### config.mk
export PLATFORM = sky130hd
export DESIGN_NAME = external_interrupt_arbiter
export DESIGN_NICKNAME = d
export VERILOG_FILES = /design/src/rtl/external_interrupt_arbiter_pkg.sv /design/src/rtl/external_interrupt_arbiter_priority_encoder.sv /design/src/rtl/external_interrupt_arbiter.sv
export SDC_FILE = /design/constraint.sdc
export NUM_CORES = 1
export LEC_CHECK = 0
export ABC_CLOCK_PERIOD_IN_PS = 6200
export BUFFER_PORTS_ARGS = -buffer_cell sky130_fd_sc_hd__clkbuf_2
export CORE_ASPECT_RATIO = 1.5
export CORE_UTILIZATION = 45
export CTS_CLUSTER_SIZE = 14
export DETAILED_ROUTE_END_ITERATION = 12
export PLACE_DENSITY = 0.7
export SLEW_MARGIN = 20
export SYNTH_ARGS = -nofsm -noshare
export SYNTH_HDL_FRONTEND = slang
export SYNTH_SLANG_ARGS = --single-unit
export TNS_END_PERCENT = 10
### constraint.sdc
create_clock -name clk -period 6.2 [get_ports clk]
set_input_delay 0.62 -clock clk [delete_from_list [all_inputs] [get_ports clk]]
set_output_delay 0.62 -clock clk [all_outputs]
set_load 0.02 [all_outputs]
### src/rtl/external_interrupt_arbiter_pkg.sv
// rtl/external_interrupt_arbiter_pkg.sv - shared types and constants for the external interrupt arbiter
package ExternalInterruptTypes;

   typedef enum logic [1:0] {
      IDLE    = 2'd0,
      PRESENT = 2'd1,
      SERVICE = 2'd2
   } ExtIntState;

   localparam logic [1:0] CFG_SEL_PRIO      = 2'd0;
   localparam logic [1:0] CFG_SEL_ENABLE    = 2'd1;
   localparam logic [1:0] CFG_SEL_THRESHOLD = 2'd2;
   localparam logic [1:0] CFG_SEL_RESERVED  = 2'd3;

   localparam int CODE_BASE_DEFAULT  = 16;
   localparam int PRIO_WIDTH_DEFAULT = 3;
   localparam int CODE_WIDTH_DEFAULT = 5;

   typedef logic [PRIO_WIDTH_DEFAULT-1:0] ExtIntPriorityPath;
   typedef logic [CODE_WIDTH_DEFAULT-1:0] ExtIntCodePath;

endpackage

### src/rtl/external_interrupt_arbiter_priority_encoder.sv
// rtl/external_interrupt_arbiter_priority_encoder.sv - binary comparison tree picking the highest-priority eligible source
module external_interrupt_priority_encoder #(
   parameter int NUM_SOURCES = 8,
   parameter int PRIO_WIDTH  = 3
)(
   input  logic [NUM_SOURCES-1:0]            eligible,
   input  logic [NUM_SOURCES*PRIO_WIDTH-1:0] prio,
   output logic [$clog2(NUM_SOURCES)-1:0]    winner,
   output logic                              valid
);

   localparam int IDX_WIDTH = $clog2(NUM_SOURCES);
   localparam int LEAVES    = 1 << IDX_WIDTH;

   // Pad to a power of two; padded leaves are never valid.
   logic [LEAVES-1:0]            elig_pad;
   logic [LEAVES*PRIO_WIDTH-1:0] prio_pad;

   logic                  node_valid [IDX_WIDTH+1][LEAVES];
   logic [PRIO_WIDTH-1:0] node_prio  [IDX_WIDTH+1][LEAVES];
   logic [IDX_WIDTH-1:0]  node_idx   [IDX_WIDTH+1][LEAVES];

   assign elig_pad = LEAVES'(eligible);
   assign prio_pad = (LEAVES*PRIO_WIDTH)'(prio);

   // Pairwise reduction; the right child wins only on strictly higher priority so ties favour the lower index.
   always_comb begin
      for (int l = 0; l <= IDX_WIDTH; l++) begin
         for (int n = 0; n < LEAVES; n++) begin
            node_valid[l][n] = 1'b0;
            node_prio[l][n]  = '0;
            node_idx[l][n]   = '0;
         end
      end
      for (int n = 0; n < LEAVES; n++) begin
         node_valid[0][n] = elig_pad[n];
         node_prio[0][n]  = prio_pad[n*PRIO_WIDTH +: PRIO_WIDTH];
         node_idx[0][n]   = IDX_WIDTH'(n);
      end
      for (int l = 1; l <= IDX_WIDTH; l++) begin
         for (int n = 0; n < (LEAVES >> l); n++) begin
            if (node_valid[l-1][2*n+1] &&
                (!node_valid[l-1][2*n] || (node_prio[l-1][2*n+1] > node_prio[l-1][2*n]))) begin
               node_valid[l][n] = 1'b1;
               node_prio[l][n]  = node_prio[l-1][2*n+1];
               node_idx[l][n]   = node_idx[l-1][2*n+1];
            end else begin
               node_valid[l][n] = node_valid[l-1][2*n];
               node_prio[l][n]  = node_prio[l-1][2*n];
               node_idx[l][n]   = node_idx[l-1][2*n];
            end
         end
      end
   end

   assign winner = node_idx[IDX_WIDTH][0];
   assign valid  = node_valid[IDX_WIDTH][0];

endmodule

### src/rtl/external_interrupt_arbiter.sv
// rtl/external_interrupt_arbiter.sv - external interrupt arbiter with claim/complete; EXTERNAL_INTERRUPT_EDGE_TRIGGER_EN selects edge-triggered pending
module external_interrupt_arbiter
   import ExternalInterruptTypes::*;
#(
   parameter int NUM_SOURCES = 8,
   parameter int PRIO_WIDTH  = PRIO_WIDTH_DEFAULT,
   parameter int CODE_WIDTH  = CODE_WIDTH_DEFAULT,
   parameter int CODE_BASE   = CODE_BASE_DEFAULT
)(
   input  logic                           clk,
   input  logic                           rst,
   input  logic [NUM_SOURCES-1:0]         irqIn,
   input  logic                           cfgWE,
   input  logic [1:0]                     cfgSel,
   input  logic [$clog2(NUM_SOURCES)-1:0] cfgIndex,
   input  logic [NUM_SOURCES-1:0]         cfgWData,
   input  logic                           claim,
   input  logic                           complete,
   input  logic [CODE_WIDTH-1:0]          completeCode,
   output logic                           meipOut,
   output logic [CODE_WIDTH-1:0]          codeOut,
   output logic                           inServiceOut
);

   localparam int IDX_WIDTH = $clog2(NUM_SOURCES);

   logic [NUM_SOURCES-1:0]            pending;
   logic [NUM_SOURCES-1:0]            enable;
   logic [NUM_SOURCES-1:0]            eligible;
   logic [PRIO_WIDTH-1:0]             prio [NUM_SOURCES];
   logic [PRIO_WIDTH-1:0]             threshold;
   logic [NUM_SOURCES*PRIO_WIDTH-1:0] prio_flat;
   logic [PRIO_WIDTH-1:0]             wdata_prio;

   ExtIntState           state;
   logic [IDX_WIDTH-1:0] svc_idx;
   logic [IDX_WIDTH-1:0] present_idx;
   logic [IDX_WIDTH-1:0] win_idx;
   logic                 win_valid;

   function automatic logic [CODE_WIDTH-1:0] code_of(input logic [IDX_WIDTH-1:0] idx);
      return CODE_WIDTH'(CODE_BASE) + CODE_WIDTH'(idx);
   endfunction

   assign wdata_prio = PRIO_WIDTH'(cfgWData);

   // Qualify each pending line; the source in service is masked so it is not re-presented.
   always_comb begin
      eligible  = '0;
      prio_flat = '0;
      for (int i = 0; i < NUM_SOURCES; i++) begin
         prio_flat[i*PRIO_WIDTH +: PRIO_WIDTH] = prio[i];
         eligible[i] = pending[i] & enable[i] & (prio[i] > threshold)
                       & ~((state == SERVICE) && (svc_idx == IDX_WIDTH'(i)));
      end
   end

   external_interrupt_priority_encoder #(
      .NUM_SOURCES (NUM_SOURCES),
      .PRIO_WIDTH  (PRIO_WIDTH)
   ) u_priority_encoder (
      .eligible (eligible),
      .prio     (prio_flat),
      .winner   (win_idx),
      .valid    (win_valid)
   );

   // Configuration registers; a write is visible to arbitration on the following cycle.
   always_ff @(posedge clk) begin
      if (!rst) begin
         enable    <= '0;
         threshold <= '0;
         for (int i = 0; i < NUM_SOURCES; i++) begin
            prio[i] <= '0;
         end
      end else if (cfgWE) begin
         case (cfgSel)
            CFG_SEL_PRIO: begin
               if (int'(cfgIndex) < NUM_SOURCES) begin
                  prio[cfgIndex] <= wdata_prio;
               end
            end
            CFG_SEL_ENABLE:    enable    <= cfgWData;
            CFG_SEL_THRESHOLD: threshold <= wdata_prio;
            CFG_SEL_RESERVED:  ;
            default:           ;
         endcase
      end
   end

`ifdef EXTERNAL_INTERRUPT_EDGE_TRIGGER_EN
   logic [NUM_SOURCES-1:0] irq_prev;
   logic [NUM_SOURCES-1:0] claim_clear;

   // Claiming the presented source clears its sticky pending bit.
   always_comb begin
      claim_clear = '0;
      if ((state == PRESENT) && claim) begin
         claim_clear = NUM_SOURCES'(1) << present_idx;
      end
   end

   // Sticky rising-edge capture; a coincident edge beats the claim clear.
   always_ff @(posedge clk) begin
      if (!rst) begin
         irq_prev <= '0;
         pending  <= '0;
      end else begin
         irq_prev <= irqIn;
         pending  <= (pending & ~claim_clear) | (irqIn & ~irq_prev);
      end
   end
`else
   // Level mode: pending simply follows the synchronised lines.
   always_ff @(posedge clk) begin
      if (!rst) begin
         pending <= '0;
      end else begin
         pending <= irqIn;
      end
   end
`endif

   // Claim/complete state machine with registered request, code and in-service outputs.
   always_ff @(posedge clk) begin
      if (!rst) begin
         state        <= IDLE;
         svc_idx      <= '0;
         present_idx  <= '0;
         meipOut      <= 1'b0;
         codeOut      <= '0;
         inServiceOut <= 1'b0;
      end else begin
         case (state)
            IDLE: begin
               meipOut <= 1'b0;
               if (win_valid) begin
                  state       <= PRESENT;
                  meipOut     <= 1'b1;
                  codeOut     <= code_of(win_idx);
                  present_idx <= win_idx;
               end
            end
            PRESENT: begin
               if (claim) begin
                  state        <= SERVICE;
                  svc_idx      <= present_idx;
                  meipOut      <= 1'b0;
                  inServiceOut <= 1'b1;
               end else if (!win_valid) begin
                  state   <= IDLE;
                  meipOut <= 1'b0;
               end else begin
                  meipOut     <= 1'b1;
                  codeOut     <= code_of(win_idx);
                  present_idx <= win_idx;
               end
            end
            SERVICE: begin
               meipOut <= 1'b0;
               if (complete && (completeCode == code_of(svc_idx))) begin
                  state        <= IDLE;
                  inServiceOut <= 1'b0;
               end
            end
            default: begin
               state   <= IDLE;
               meipOut <= 1'b0;
            end
         endcase
      end
   end

endmodule

**Word level (Yosys, flattened, before mapping)**

Memory sizes are Yosys's and may differ from the RTL's.
Index checks and enable logic that the tools add are counted.

- Memories: 1
- RAM bits: 24
- Word-level logic and storage cells: 163
- Input bits: 31
- Flip-flop bits (word level): 34
- Output and inout port bits: 7

- Mux-type cells: 45
- Add/subtract/negate cells: 2
- $lt $le $gt $ge: 15
- Reductions and logical operators: 42
- Bitwise gates (word level): 32
- Equality and inequality tests: 17

Memories:

| memory | words | bits a word | rd ports | clocked after Yosys merged registers in | wr ports | RTL line | RTL |
|---|---|---|---|---|---|---|---|
| prio | 8 | 3 | 8 | 0 | 8 | external_interrupt_arbiter.sv:30 | `logic [PRIO_WIDTH-1:0] prio [NUM_SOURCES];` |

Operators with widths:

| operator | number |
|---|---|
| greater-than comparator 3 bit | 15 |
| two-way mux 3 bit | 11 |
| AND 1 bit | 24 |
| two-way mux 1 bit | 21 |
| logical AND 1 bit | 16 |
| equality test 3 bit (second input constant) | 4 |
| two-way mux 2 bit | 6 |
| adder 5 x 3 -> 5 bit (first input constant) | 2 |
| two-way mux 5 bit | 2 |
| case mux 5 bit (2 select lines) | 1 |
| inverter 1 bit | 8 |
| AND reduction 2 bit | 4 |
| zero test 1 bit | 7 |
| logical OR 1 bit | 7 |
| equality test 3 x 2 -> 1 bit (second input constant) | 2 |
| != test 2 bit (second input constant) | 3 |
| case mux 2 bit (3 select lines) | 1 |
| case mux 3 bit (2 select lines) | 1 |
| AND reduction 3 bit | 2 |
| equality test 5 bit | 1 |
| equality test 2 x 1 -> 1 bit (second input constant) | 2 |
| equality test 2 bit (second input constant) | 2 |
| zero test 2 bit | 2 |
| case mux 1 bit (2 select lines) | 2 |
| other kinds (6) | 7 |

**Logic depth before layout (Yosys ltp)**

Gate-level depths: netlist of the first run.

- Word-level depth: 20
- Mapped depth: 24
- Depth with buffers taken out: 24

**Hierarchy**

A second synthesis of the first run with hierarchy kept.

- Cells, all modules: 380
- Area, all modules: 3,527.1 um^2

Modules (own cells, without submodules):

| module | sequential area each (um^2) | times used | area each (um^2) | cells an instance |
|---|---|---|---|---|
| external_interrupt_arbiter | 1,321.3 | 1 | 2,665.1 | 270 |
| external_interrupt_priority_encoder | 0.0 | 1 | 862.1 | 110 |

**Worst setup path after synthesis of the first run**

OpenSTA, ideal clock, no wires.

- Path kind: reg2reg
- From: register threshold[1]
- To: register present_idx[0]
- Path slack: 1,795 ps
- Required time: 6,126 ps
- Arrival: 4,331 ps
- Library setup time: 74 ps
- Stages on the path, launching flop included: 22
- Buffers on the path: 0
- Clock period less this slack: 4,405 ps
- Cell sequence: dfxtp_1 inv_1 ha_1 nor2b_1 o21a_1 o221a_1 a21oi_2 mux2i_1 ha_1 nor2b_1 o21a_1 o21ai_0 a21oi_4 mux2i_1 ha_1 nor2b_1 o21ai_0 a32oi_1 nor4_1 a211oi_4 o21bai_2 a31oi_1

- Word-level cells in the longest chain between the ends: 18
- Elaborated cells between the ends (all ways): 71
- Those cells by class: order compare (11); mux (23); bitwise (16); reduce/logical (21)

Ends and longest elaborated chain:

| what | RTL line | RTL |
|---|---|---|
| start, declared | external_interrupt_arbiter.sv:31 | `logic [PRIO_WIDTH-1:0] threshold;` |
| start signal, assigned | external_interrupt_arbiter.sv:84 | `CFG_SEL_THRESHOLD: threshold <= wdata_prio;` |
| greater-than comparator 3 bit | external_interrupt_arbiter.sv:53 | `eligible[i] = pending[i] & enable[i] & (prio[i] > threshold)` |
| AND 1 bit | external_interrupt_arbiter.sv:53 |  |
| AND 1 bit | external_interrupt_arbiter.sv:54 | `& ~((state == SERVICE) && (svc_idx == IDX_WIDTH'(i)));` |
| zero test 1 bit | external_interrupt_arbiter_priority_encoder.sv:43 | `(!node_valid[l-1][2*n] \|\| (node_prio[l-1][2*n+1] > node_prio[l-1][2*n]))) begin` |
| logical OR 1 bit | external_interrupt_arbiter_priority_encoder.sv:43 |  |
| logical AND 1 bit | external_interrupt_arbiter_priority_encoder.sv:42 | `if (node_valid[l-1][2*n+1] &&` |
| two-way mux 3 bit or two-way mux 1 bit (tied branches) | external_interrupt_arbiter_priority_encoder.sv:42 |  |
| greater-than comparator 3 bit or zero test 1 bit (tied branches) | external_interrupt_arbiter_priority_encoder.sv:43 |  |
| [2 not listed] | n/a |  |
| two-way mux 3 bit or two-way mux 1 bit (tied branches) | external_interrupt_arbiter_priority_encoder.sv:42 |  |
| greater-than comparator 3 bit or zero test 1 bit (tied branches) | external_interrupt_arbiter_priority_encoder.sv:43 |  |
| logical OR 1 bit | external_interrupt_arbiter_priority_encoder.sv:43 |  |
| logical AND 1 bit | external_interrupt_arbiter_priority_encoder.sv:42 |  |
| two-way mux 3 bit or two-way mux 1 bit (tied branches) | external_interrupt_arbiter_priority_encoder.sv:42 |  |
| two-way mux 3 bit * | external_interrupt_arbiter.sv:137, external_interrupt_arbiter.sv:150 |  |
| two-way mux 3 bit | external_interrupt_arbiter.sv:145 | `if (claim) begin` |
| case mux 3 bit (2 select lines) * | external_interrupt_arbiter.sv:134 | `case (state)` |
| end signal, assigned | external_interrupt_arbiter.sv:141 | `present_idx <= win_idx;` |
| end signal, assigned | external_interrupt_arbiter.sv:156 | `present_idx <= win_idx;` |
| end, declared | external_interrupt_arbiter.sv:37 | `logic [IDX_WIDTH-1:0] present_idx;` |

Mark *: on every way between the ends. The rest lies on a longest branch, timed or not. The select of a mux whose other input is x is not followed.
A chain may end at the register's enable or synchronous reset.

**Worst setup path after layout of the first run**

Same ends and word-level chain as after synthesis.

==> results of run 1 <==
==> layout by cell type (no fill, tap or decap), drive strengths merged, types with 2 or more instances in the layout <==
cell	instances
ha	45
clkbuf	42
and2	35
dfxtp	30
inv	30
edfxtp	24
nor2b	24
nand2	22
o21ai	21
mux2i	19
nor2	16
a21oi	14
o21a	9
nand3	9
a31oi	8
a21boi	6
nand2b	5
a21o	5
a32oi	3
o311a	3
o211ai	3
nor3	3
o31a	3
and3	2
mux2	2
o221ai	2
o2111ai	2
nor4	2
nand3b	2
xor2	2
nor4bb	2
a211oi	2
==> synth_stat cells, types with 2 or more instances <==
cell and number:
sky130_fd_sc_hd__and3_1 2, sky130_fd_sc_hd__o21ai_1 4, sky130_fd_sc_hd__nand3_1 9, sky130_fd_sc_hd__o311a_1 3, sky130_fd_sc_hd__nor4_1 2, sky130_fd_sc_hd__clkbuf_1 5
sky130_fd_sc_hd__nand3b_1 2, sky130_fd_sc_hd__o221ai_1 2, sky130_fd_sc_hd__nor2b_1 23, sky130_fd_sc_hd__xor2_1 2, sky130_fd_sc_hd__a21boi_0 6, sky130_fd_sc_hd__nor3_1 3
sky130_fd_sc_hd__o2111ai_1 2, sky130_fd_sc_hd__mux2_4 2, sky130_fd_sc_hd__a21oi_2 3, sky130_fd_sc_hd__o31a_2 2, sky130_fd_sc_hd__a32oi_1 3, sky130_fd_sc_hd__mux2i_1 19
sky130_fd_sc_hd__dfxtp_1 30, sky130_fd_sc_hd__a31oi_1 8, sky130_fd_sc_hd__edfxtp_1 24, sky130_fd_sc_hd__ha_1 45, sky130_fd_sc_hd__o211ai_1 3, sky130_fd_sc_hd__inv_1 28
sky130_fd_sc_hd__a21o_1 4, sky130_fd_sc_hd__nand2_1 22, sky130_fd_sc_hd__and2_1 34, sky130_fd_sc_hd__o21ai_0 17, sky130_fd_sc_hd__nand2b_1 5, sky130_fd_sc_hd__o21a_1 9
sky130_fd_sc_hd__a21oi_1 10, sky130_fd_sc_hd__nor2_1 16
==> path summary, 6_finish.rpt <==
| path | start | end | slack, ns | cells past startpoint |
|---|---|---|---|---|
| setup / recovery | threshold[1]$_SDFFE_PN0P_ | present_idx[0]$_SDFFE_PN0P_ | 1.26 | 21 |
| setup reg to reg | threshold[1]$_SDFFE_PN0P_ | present_idx[0]$_SDFFE_PN0P_ | 1.26 | 21 |
| hold / removal | codeOut[4]$_SDFFE_PN0P_ | codeOut[4]$_SDFFE_PN0P_ | 0.49 | 1 |
| hold reg to reg | codeOut[4]$_SDFFE_PN0P_ | codeOut[4]$_SDFFE_PN0P_ | 0.49 | 1 |
==> layout make-up <==
class	count	area [µm²]	share of cell area
clock inverter	2	20.02	0.004848
timing repair buffer	36	180.2	0.04364
multi-input combinational	286	2232	0.5406
clock buffer	6	138.9	0.03364
tap	105	131.4	0.03182
inverter	28	105.1	0.02545
sequential	54	1321	0.3200
==> through the flow <==
step	util	power, mW	instance area [µm²]
after floorplan	-	0.4928	3721
after global routing	0.5156	0.8675	4129
final	0.5156	0.8297	4129
after detailed placement	0.4958	0.5322	3970
after CTS	0.5156	0.8325	4129
after global placement	0.4958	0.5250	3970
==> routing by layer <==
layer | part of all wire | wire [µm] | track usage
met1 | 0.42 | 3383 | 0.2221
met2 | 0.52 | 4235 | 0.3682
met3 | 0.038 | 308 | 0.03040
met4 | 0.022 | 177 | 0.07564
met5 | 0 | 0 | 0
==> critical path: cells and delay by family, from the launching register on <==
family	cells	cell delay, ns
AO/OA/AOI/OAI	11	2.10
AND/OR/NAND/NOR	4	0.81
buffers and inverters	1	0.26
adder cells (fa/ha/maj)	3	0.91
multiplexers	2	0.48
flip-flops	1	0.31
==> power breakdown <==
part | internal [mW] | switching, mW
combinational | 0.0555 | 0.0686
clock | 0.166 | 0.139
sequential | 0.387 | 0.0135
==> logic make-up after synthesis <==
logic type | Yosys count
xor+xnor | 3
fa+ha+maj | 45
compound gates | 88
mux | 21
buf+inv | 36
other cells | 1
flops | 54
simple gates | 128
==> sequential cells by signal (all words and copies together) (netlist names) <==
signal	count
codeOut	2
meipOut	1
state	2
prio	24
inServiceOut	1
threshold	3
present_idx	2
svc_idx	3
enable	8
pending	8
==> parameters.txt, run 1 <==
Parameter                              Value

Run status
  Result of the run ... complete, no violations

Yosys
  Cell types with the largest area share after synthesis ... sky130_fd_sc_hd__edfxtp_1 19%, sky130_fd_sc_hd__dfxtp_1 16%, sky130_fd_sc_hd__ha_1 15%, sky130_fd_sc_hd__and2_1 5.7%, sky130_fd_sc_hd__mux2i_1 5.1%
  Share of Yosys cell area claimed by the top area cell type ... 0.1937
  Count of warnings emitted by yosys ... 0
  Netlist Area Pre-Place ... 3721 µm²
  Post-Synth XOR/XNOR Area ... 0.007061
  Adder-Cell Fraction of Synth Area ... 0.1513
  Mean instance size in the synthesized netlist ... 9.896 µm²
  Sequential fraction of the synthesis area ... 0.3551
  Net count of the mapped netlist ... 452
  Simple-gate share of the synthesized area ... 0.2007
  Area fraction in compound gates after synthesis ... 0.1806
  Number of enable-type register cells in the synthesized netlist ... 24
  Synth Flop Type ... sky130_fd_sc_hd__dfxtp_1
  Combinational family with the most area after synthesis ... simple AND/OR/NAND/NOR gates
  Portion of netlist area occupied by mux cells ... 0.05918
  Most area-hungry cell type in the Yosys netlist ... sky130_fd_sc_hd__edfxtp_1
  Synthesized flop and latch total ... 54
  Mapped Cells ... 376
  Share of async-settable or async-resettable flops after synthesis ... 0
  Library cells used by synthesis ... 59

Cells and area
  Synthesis-to-layout area growth ... 10.96%
  Post-layout nets ... 487
  Share of post-route cells with drive strength above 1 ... 0.1578
  Number of fillers in the final layout ... 749
  Diode insertion count for antenna repair ... 0
  Final Non-Filler Cells ... 517

Critical path
  Category of the critical setup timing path ... flip-flop to flip-flop
  Arrival time at the worst endpoint ... 5.16 ns
  Largest fanout of any net on the critical path ... 8
  Crit path largest cell delay ... 0.42 ns
  CP cell instances ... inv_1 > ha_1 > nor2b_1 > o21a_1 > o221a_1 > a21oi_2 > mux2i_1 > ha_1 > nor2b_1 > o21a_1 > o21ai_0 > a21oi_4 > mux2i_1 > ha_1 > nor2b_1 > o21ai_0 > a32oi_1 > nor4_1 > a211oi_4 > o21bai_2 > a31oi_1
  Worst path slowest cell ... sky130_fd_sc_hd__o21ai_0
  Type of element capturing the critical path ... flip-flop
  Worst path required time ... 6.43 ns
  Type of origin of the critical path ... flip-flop

Placement
  Cell Count Post-Placement ... 509
  Total of buffers placed on input and output ports ... 36
  Global placement routability congestion ... 0.8210
  Detail Placement HPWL ... 6.378 mm
  Post-Place Worst Slack ... 1.292 ns

STA
  Worst Max-Slew Pin Slew ... 0.6685 ns
  Hold WS ... 0.4912 ns
  Worst Skew ... 0.004938 ns
  Post-route setup slack ... 1.264 ns
  Number of max-slew violations in the final report ... 0
  Time the final worst path needs with I/O delays and setup ... 4.936 ns
  Maximum operating frequency ... 202.6 MHz
  Setup total negative slack ... 0 ns
  Worst slew margin ... 0.5543
  Number of endpoints failing setup at the final stage ... 0
  Number of hold violations in the final report ... 0
  RSZ-0062 raised after global routing ... no
  Final period util ... 0.7962

Clock tree
  Library cell used as clock root buffer ... sky130_fd_sc_hd__clkbuf_16
  Clock buffer depth ... 2
  Post-cts sizing count ... 0
  Clock tree from TritonCTS ... done
  Clock-pin slew of the registers on the worst-case setup and hold paths ... 0.07 ns
  Clock network latency to the later pin of the worst-skew pair ... 0.30 ns
  Sink count of the clock tree ... 54
  Post-CTS setup buffer count ... 0
  Post-cts hold buffer count ... 0
  Level count of the clock H-tree ... 2
  TritonCTS Buffers ... 5

Global route
  All-layer global routing usage ... 0.1967
  Number of antenna violations at the first check in global routing ... 0
  Remaining Overflow, GRT ... 0
  Wire length of the first global-routing pass ... 13.52 mm
  Vias in the first global route ... 2886
  Maximum number of pins on one net before global-route repair ... 40

Job
  # Max-Cap Violations ... 0

Floorplanning
  Y dimension of the die ... 113.4 µm
  Initial cell density of the core ... 0.4647
  Site row count ... 40
  Standard cell core area ... 8008 µm²
  # IOs ... 38
  Total die area ... 8644 µm²
  Die outline width ... 76.25 µm

Power and ir drop
  Pwr Density ... 201.0 nW/µm²
  Max rail drop VDD ... 0.1761 mV
  P_leak ... 1.746 nW

Routing
  DR vias/cell ... 5.518
  Via count ... 2853
  Wire length per cell ... 15.68 µm
  Number of DRC markers after the initial detailed-route iteration ... 139
  DR pass1 iterations ... 4
  Sum of routed wire length over all layers ... 8.104 mm
  # DRC ... 0
  Remaining antenna violation count after routing ... 0

Worst hold path
  Tightest Hold Check Type ... flip-flop to flip-flop
(Power assumes the default switching activity.)
==> inputs of run 2 (changes only) <==
--- a/config.mk
+++ b/config.mk
@@ -5,13 +5,13 @@
 export SDC_FILE = /design/constraint.sdc
 export NUM_CORES = 1
 export LEC_CHECK = 0
-export ABC_CLOCK_PERIOD_IN_PS = 6200
+export ABC_CLOCK_PERIOD_IN_PS = 4000
 export BUFFER_PORTS_ARGS = -buffer_cell sky130_fd_sc_hd__clkbuf_2
 export CORE_ASPECT_RATIO = 1.5
 export CORE_UTILIZATION = 45
 export CTS_CLUSTER_SIZE = 14
 export DETAILED_ROUTE_END_ITERATION = 12
-export PLACE_DENSITY = 0.7
+export PLACE_DENSITY = 0.72
 export SLEW_MARGIN = 20
 export SYNTH_ARGS = -nofsm -noshare
 export SYNTH_HDL_FRONTEND = slang
==> constraint.sdc (replaced) <==
create_clock -name clk -period 4 [get_ports clk]
set_input_delay 0.4 -clock clk [delete_from_list [all_inputs] [get_ports clk]]
set_output_delay 0.4 -clock clk [all_outputs]
set_load 0.02 [all_outputs]
==> run 2 against run 1 <==
Against the previous run:
- the run now ends with setup timing left
- combinational power is 120% higher
- worst hold slack worse by 0.19 ns
- first-iteration DRC count is 47% lower
- final cell count is 15% higher
- non-clock buffer count is 77 higher
- fmax is 7.7% higher
- sequential power is 54% higher
- core utilization is 10 points higher
- count of clock-buffer cells in the layout is 1 lower
- largest cell class unchanged
- highest routed layer unchanged
==> parameters.txt, run 2 (synthesis gave the netlist of run 1 again) <==
Parameter                              Value

Cells and area
  Most used cells in the layout excluding fill and tap cells ... 76 x sky130_fd_sc_hd__buf_4, 39 x sky130_fd_sc_hd__ha_1, 36 x sky130_fd_sc_hd__clkbuf_2 (was 45 x sky130_fd_sc_hd__ha_1, 36 x sky130_fd_sc_hd__clkbuf_2, 34 x sky130_fd_sc_hd__and2_1)
  Post-route core utilization ... 0.6180 (was 0.5156)
  Top register by number of flip-flops ... prio (unchanged)
  Share of post-route cells with drive strength above 1 ... 0.3476 (was 0.1578)
  Non-Filler Cell Area, Final ... 4949 µm² (was 4129 µm²)
  Most frequent standard cell in the layout excluding fill and tap cells ... sky130_fd_sc_hd__buf_4 (was sky130_fd_sc_hd__ha_1)
  Diode insertion count for antenna repair ... 0 (unchanged)
  Registers with the highest flip-flop counts ... prio (24), enable (8), pending (8) (unchanged)
  Flip-flop count of the largest register, all copies and words added ... 24 (unchanged)
  Post-layout nets ... 564 (was 487)
  Synthesis-to-layout area growth ... 32.99% (was 10.96%)

Critical path
  Crit path from ... prio[2][1]$_SDFFCE_PN0P_ (was threshold[1]$_SDFFE_PN0P_)
  R2R Path End ... present_idx[1]$_SDFFE_PN0P_ (was present_idx[0]$_SDFFE_PN0P_)
  Category of the critical setup timing path ... flip-flop to flip-flop (unchanged)
  Type of origin of the critical path ... flip-flop (unchanged)
  R2R depth ... 21 (unchanged)
  Reg2reg start ... prio[2][1]$_SDFFCE_PN0P_ (was threshold[1]$_SDFFE_PN0P_)
  Type of element capturing the critical path ... flip-flop (unchanged)
  End point of the critical path ... present_idx[1]$_SDFFE_PN0P_ (was present_idx[0]$_SDFFE_PN0P_)
  Largest fanout of any net on the critical path ... 4 (was 8)
  Reg2reg setup slack ... -0.58 ns (was 1.26 ns)
  Arrival time at the worst endpoint ... 4.76 ns (was 5.16 ns)
  Worst path required time ... 4.18 ns (was 6.43 ns)

Floorplanning
  Y dimension of the die ... 113.4 µm (unchanged)
  # IOs ... 38 (unchanged)
  Standard cell core area ... 8008 µm² (unchanged)
  Total die area ... 8644 µm² (unchanged)
  Die outline width ... 76.25 µm (unchanged)
  Site row count ... 40 (unchanged)
  Initial cell density of the core ... 0.4647 (unchanged)

Routing
  Remaining antenna violation count after routing ... 0 (unchanged)
  Sum of routed wire length over all layers ... 9.210 mm (was 8.104 mm)
  Via count ... 3111 (was 2853)
  # DRC ... 0 (unchanged)
  DR vias/cell ... 5.237 (was 5.518)
  DR pass1 iterations ... 4 (unchanged)
  Wire length per cell ... 15.51 µm (was 15.68 µm)
  Number of DRC markers after the initial detailed-route iteration ... 74 (was 139)

STA
  Number of max-slew violations in the final report ... 0 (unchanged)
  Number of hold violations in the final report ... 0 (unchanged)
  Number of endpoints failing setup at the final stage ... 3 (was 0)
  Maximum operating frequency ... 218.2 MHz (was 202.6 MHz)
  Worst slew margin ... 0.5613 (was 0.5543)
  Worst Max-Slew Pin Slew ... 0.6580 ns (was 0.6685 ns)
  Time the final worst path needs with I/O delays and setup ... 4.583 ns (was 4.936 ns)
  Post-route setup slack ... -0.5832 ns (was 1.264 ns)
  Worst Skew ... 0.004053 ns (was 0.004938 ns)
  Final period util ... 1.146 (was 0.7962)
  RSZ-0062 raised after global routing ... yes (was no)

Power and ir drop
  Part of the total power dissipated in the clock network ... 0.363 (was 0.368)
  Max rail drop VDD ... 0.2959 mV (was 0.1761 mV)
  P_leak ... 2.168 nW (was 1.746 nW)
  Fraction of power consumed by sequential logic ... 0.440 (was 0.483)
  Fraction of power spent switching nets ... 0.2612 (was 0.2670)
  P_sw ... 0.3674 mW (was 0.2215 mW)
  Fraction of power consumed by combinational cells ... 0.198 (was 0.150)
  P_int ... 1.040 mW (was 0.6082 mW)
  Pwr Density ... 284.3 nW/µm² (was 201.0 nW/µm²)

Clock tree
  Level count of the clock H-tree ... 2 (unchanged)
  Library cell used as clock root buffer ... sky130_fd_sc_hd__clkbuf_16 (unchanged)
  Clock buffer depth ... 2 (unchanged)
  Post-cts hold buffer count ... 0 (unchanged)
  TritonCTS Buffers ... 5 (unchanged)
  Sink count of the clock tree ... 54 (unchanged)
  Clock network latency to the later pin of the worst-skew pair ... 0.30 ns (about the same)
  Clock-pin slew of the registers on the worst-case setup and hold paths ... 0.07 ns (about the same)
  Clock tree from TritonCTS ... done (unchanged)

Run status
  Violations in the final reports ... setup timing
  Result of the run ... finished, violations left (was complete, no violations)

Global route
  Number of antenna violations at the first check in global routing ... 0 (unchanged)
  Wire length of the first global-routing pass ... 14.90 mm (was 13.52 mm)
  Vias in the first global route ... 3349 (was 2886)
  Maximum number of pins on one net before global-route repair ... 40 (unchanged)
  All-layer global routing usage ... 0.2182 (was 0.1967)
  Remaining Overflow, GRT ... 0 (unchanged)

Placement
  Cell area after placement ... 4548 µm² (was 3970 µm²)
  Global placement routability congestion ... 0.8650 (was 0.8210)
  Detail Placement HPWL ... 6.969 mm (was 6.378 mm)
  Total of buffers placed on input and output ports ... 36 (unchanged)

Job
  # Max-Cap Violations ... 0 (unchanged)

Worst hold path
  Tightest Hold Check Type ... primary input to flip-flop (was flip-flop to flip-flop)
## run 2: cell types whose count changed in the layout (fill, tap and decap cells not counted), moves of 2 or more
cell / change
sky130_fd_sc_hd__a21oi_1: -5
sky130_fd_sc_hd__a21oi_2: +3
sky130_fd_sc_hd__a21oi_4: +2
sky130_fd_sc_hd__a31oi_1: -2
sky130_fd_sc_hd__a31oi_2: +2
sky130_fd_sc_hd__buf_4: +76
sky130_fd_sc_hd__dfxtp_1: -2
sky130_fd_sc_hd__dfxtp_2: +2
sky130_fd_sc_hd__ha_1: -6
sky130_fd_sc_hd__ha_4: +5
sky130_fd_sc_hd__inv_1: -2
sky130_fd_sc_hd__o21ai_0: -8
sky130_fd_sc_hd__o21ai_1: +5
sky130_fd_sc_hd__o21ai_2: +3
## run 2: timing repair
action / 4_1_cts / 5_1_grt
buffers inserted: 5 / 7
gates resized for setup: 16 / 18
pin swaps: 12 / 19
cloned: 0 / 0
endpoints found under the setup margin: 3 / 3
## run 2: worst min path at each step
stage / from / to / slack, ns / cells after the start
2_1_floorplan: enable[6]$_SDFFE_PN0P_ / enable[6]$_SDFFE_PN0P_ / 0.49 / 2
3_3_place_gp: codeOut[4]$_SDFFE_PN0P_ / codeOut[4]$_SDFFE_PN0P_ / 0.46 / 1
3_5_place_dp: codeOut[4]$_SDFFE_PN0P_ / codeOut[4]$_SDFFE_PN0P_ / 0.47 / 1
4_1_cts: irqIn[4] / pending[4]$_SDFF_PN0_ / 0.30 / 2
5_1_grt: irqIn[2] / pending[2]$_SDFF_PN0_ / 0.31 / 2
6_report: irqIn[1] / pending[1]$_SDFF_PN0_ / 0.30 / 2
## run 2: area by class of cell
type                    count  area [µm²]
clock buffers               5       125.1
clock inverters             3       47.55
fillers                   690        3059
inverters                  28       112.6
multi-input cells         286        2437
flip-flops and latches     54        1324
well taps                 105       131.4
repair buffers            113       770.7
## run 2: layer usage
layer  global-route usage  wire, µm  up-vias
met2               0.4198      5084       67
met5                    0         0        -
met1               0.2268      3667     1448
li1                     -         -     1576
met4               0.1141       261        0
met3              0.03040       197       20
## run 2: power groups by stage
| stage | Combinational, mW | Sequential, mW | Clock, mW |
|---|---|---|---|
| finish | 0.278 | 0.619 | 0.510 |
| global route | 0.309 | 0.622 | 0.540 |
| CTS | 0.262 | 0.617 | 0.517 |
| detailed placement | 0.250 | 0.629 | 0 |
| global placement | 0.237 | 0.629 | 0 |
| floorplan | 0.145 | 0.628 | 0 |
## run 2: metrics by stage
step | TNS (ns) | cells | power [mW] | setup WS (ns) | hold WS (ns)
after global routing | -2.234 | 594 | 1.470 | -0.7754 | 0.3131
after CTS | -1.245 | 587 | 1.397 | -0.4437 | 0.3021
after floorplan | -0.7125 | 376 | 0.7729 | -0.2694 | 0.4853
final | -1.653 | 594 | 1.407 | -0.5832 | 0.3032
after global placement | -1.294 | 574 | 0.8663 | -0.4748 | 0.4553
after detailed placement | -1.650 | 574 | 0.8795 | -0.6127 | 0.4660
## run 2: critical path: stages, from the launching register on
cell,delay [ns]
sky130_fd_sc_hd__edfxtp_1,0.48
sky130_fd_sc_hd__ha_4,0.32
sky130_fd_sc_hd__nor2b_4,0.14
sky130_fd_sc_hd__o311a_4,0.22
sky130_fd_sc_hd__nand2_2,0.05
sky130_fd_sc_hd__o31a_4,0.38
sky130_fd_sc_hd__mux2_4,0.33
sky130_fd_sc_hd__ha_4,0.22
sky130_fd_sc_hd__a21o_1,0.17
sky130_fd_sc_hd__a21oi_2,0.13
sky130_fd_sc_hd__a31oi_2,0.06
sky130_fd_sc_hd__o21ai_2,0.22
sky130_fd_sc_hd__nor2_1,0.07
sky130_fd_sc_hd__a21o_1,0.16
sky130_fd_sc_hd__ha_1,0.31
sky130_fd_sc_hd__nor2b_1,0.14
sky130_fd_sc_hd__o21ai_1,0.07
sky130_fd_sc_hd__a32oi_2,0.31
sky130_fd_sc_hd__a2111oi_4,0.07
sky130_fd_sc_hd__a211oi_4,0.31
sky130_fd_sc_hd__mux2i_1,0.23
sky130_fd_sc_hd__a21oi_1,0.08
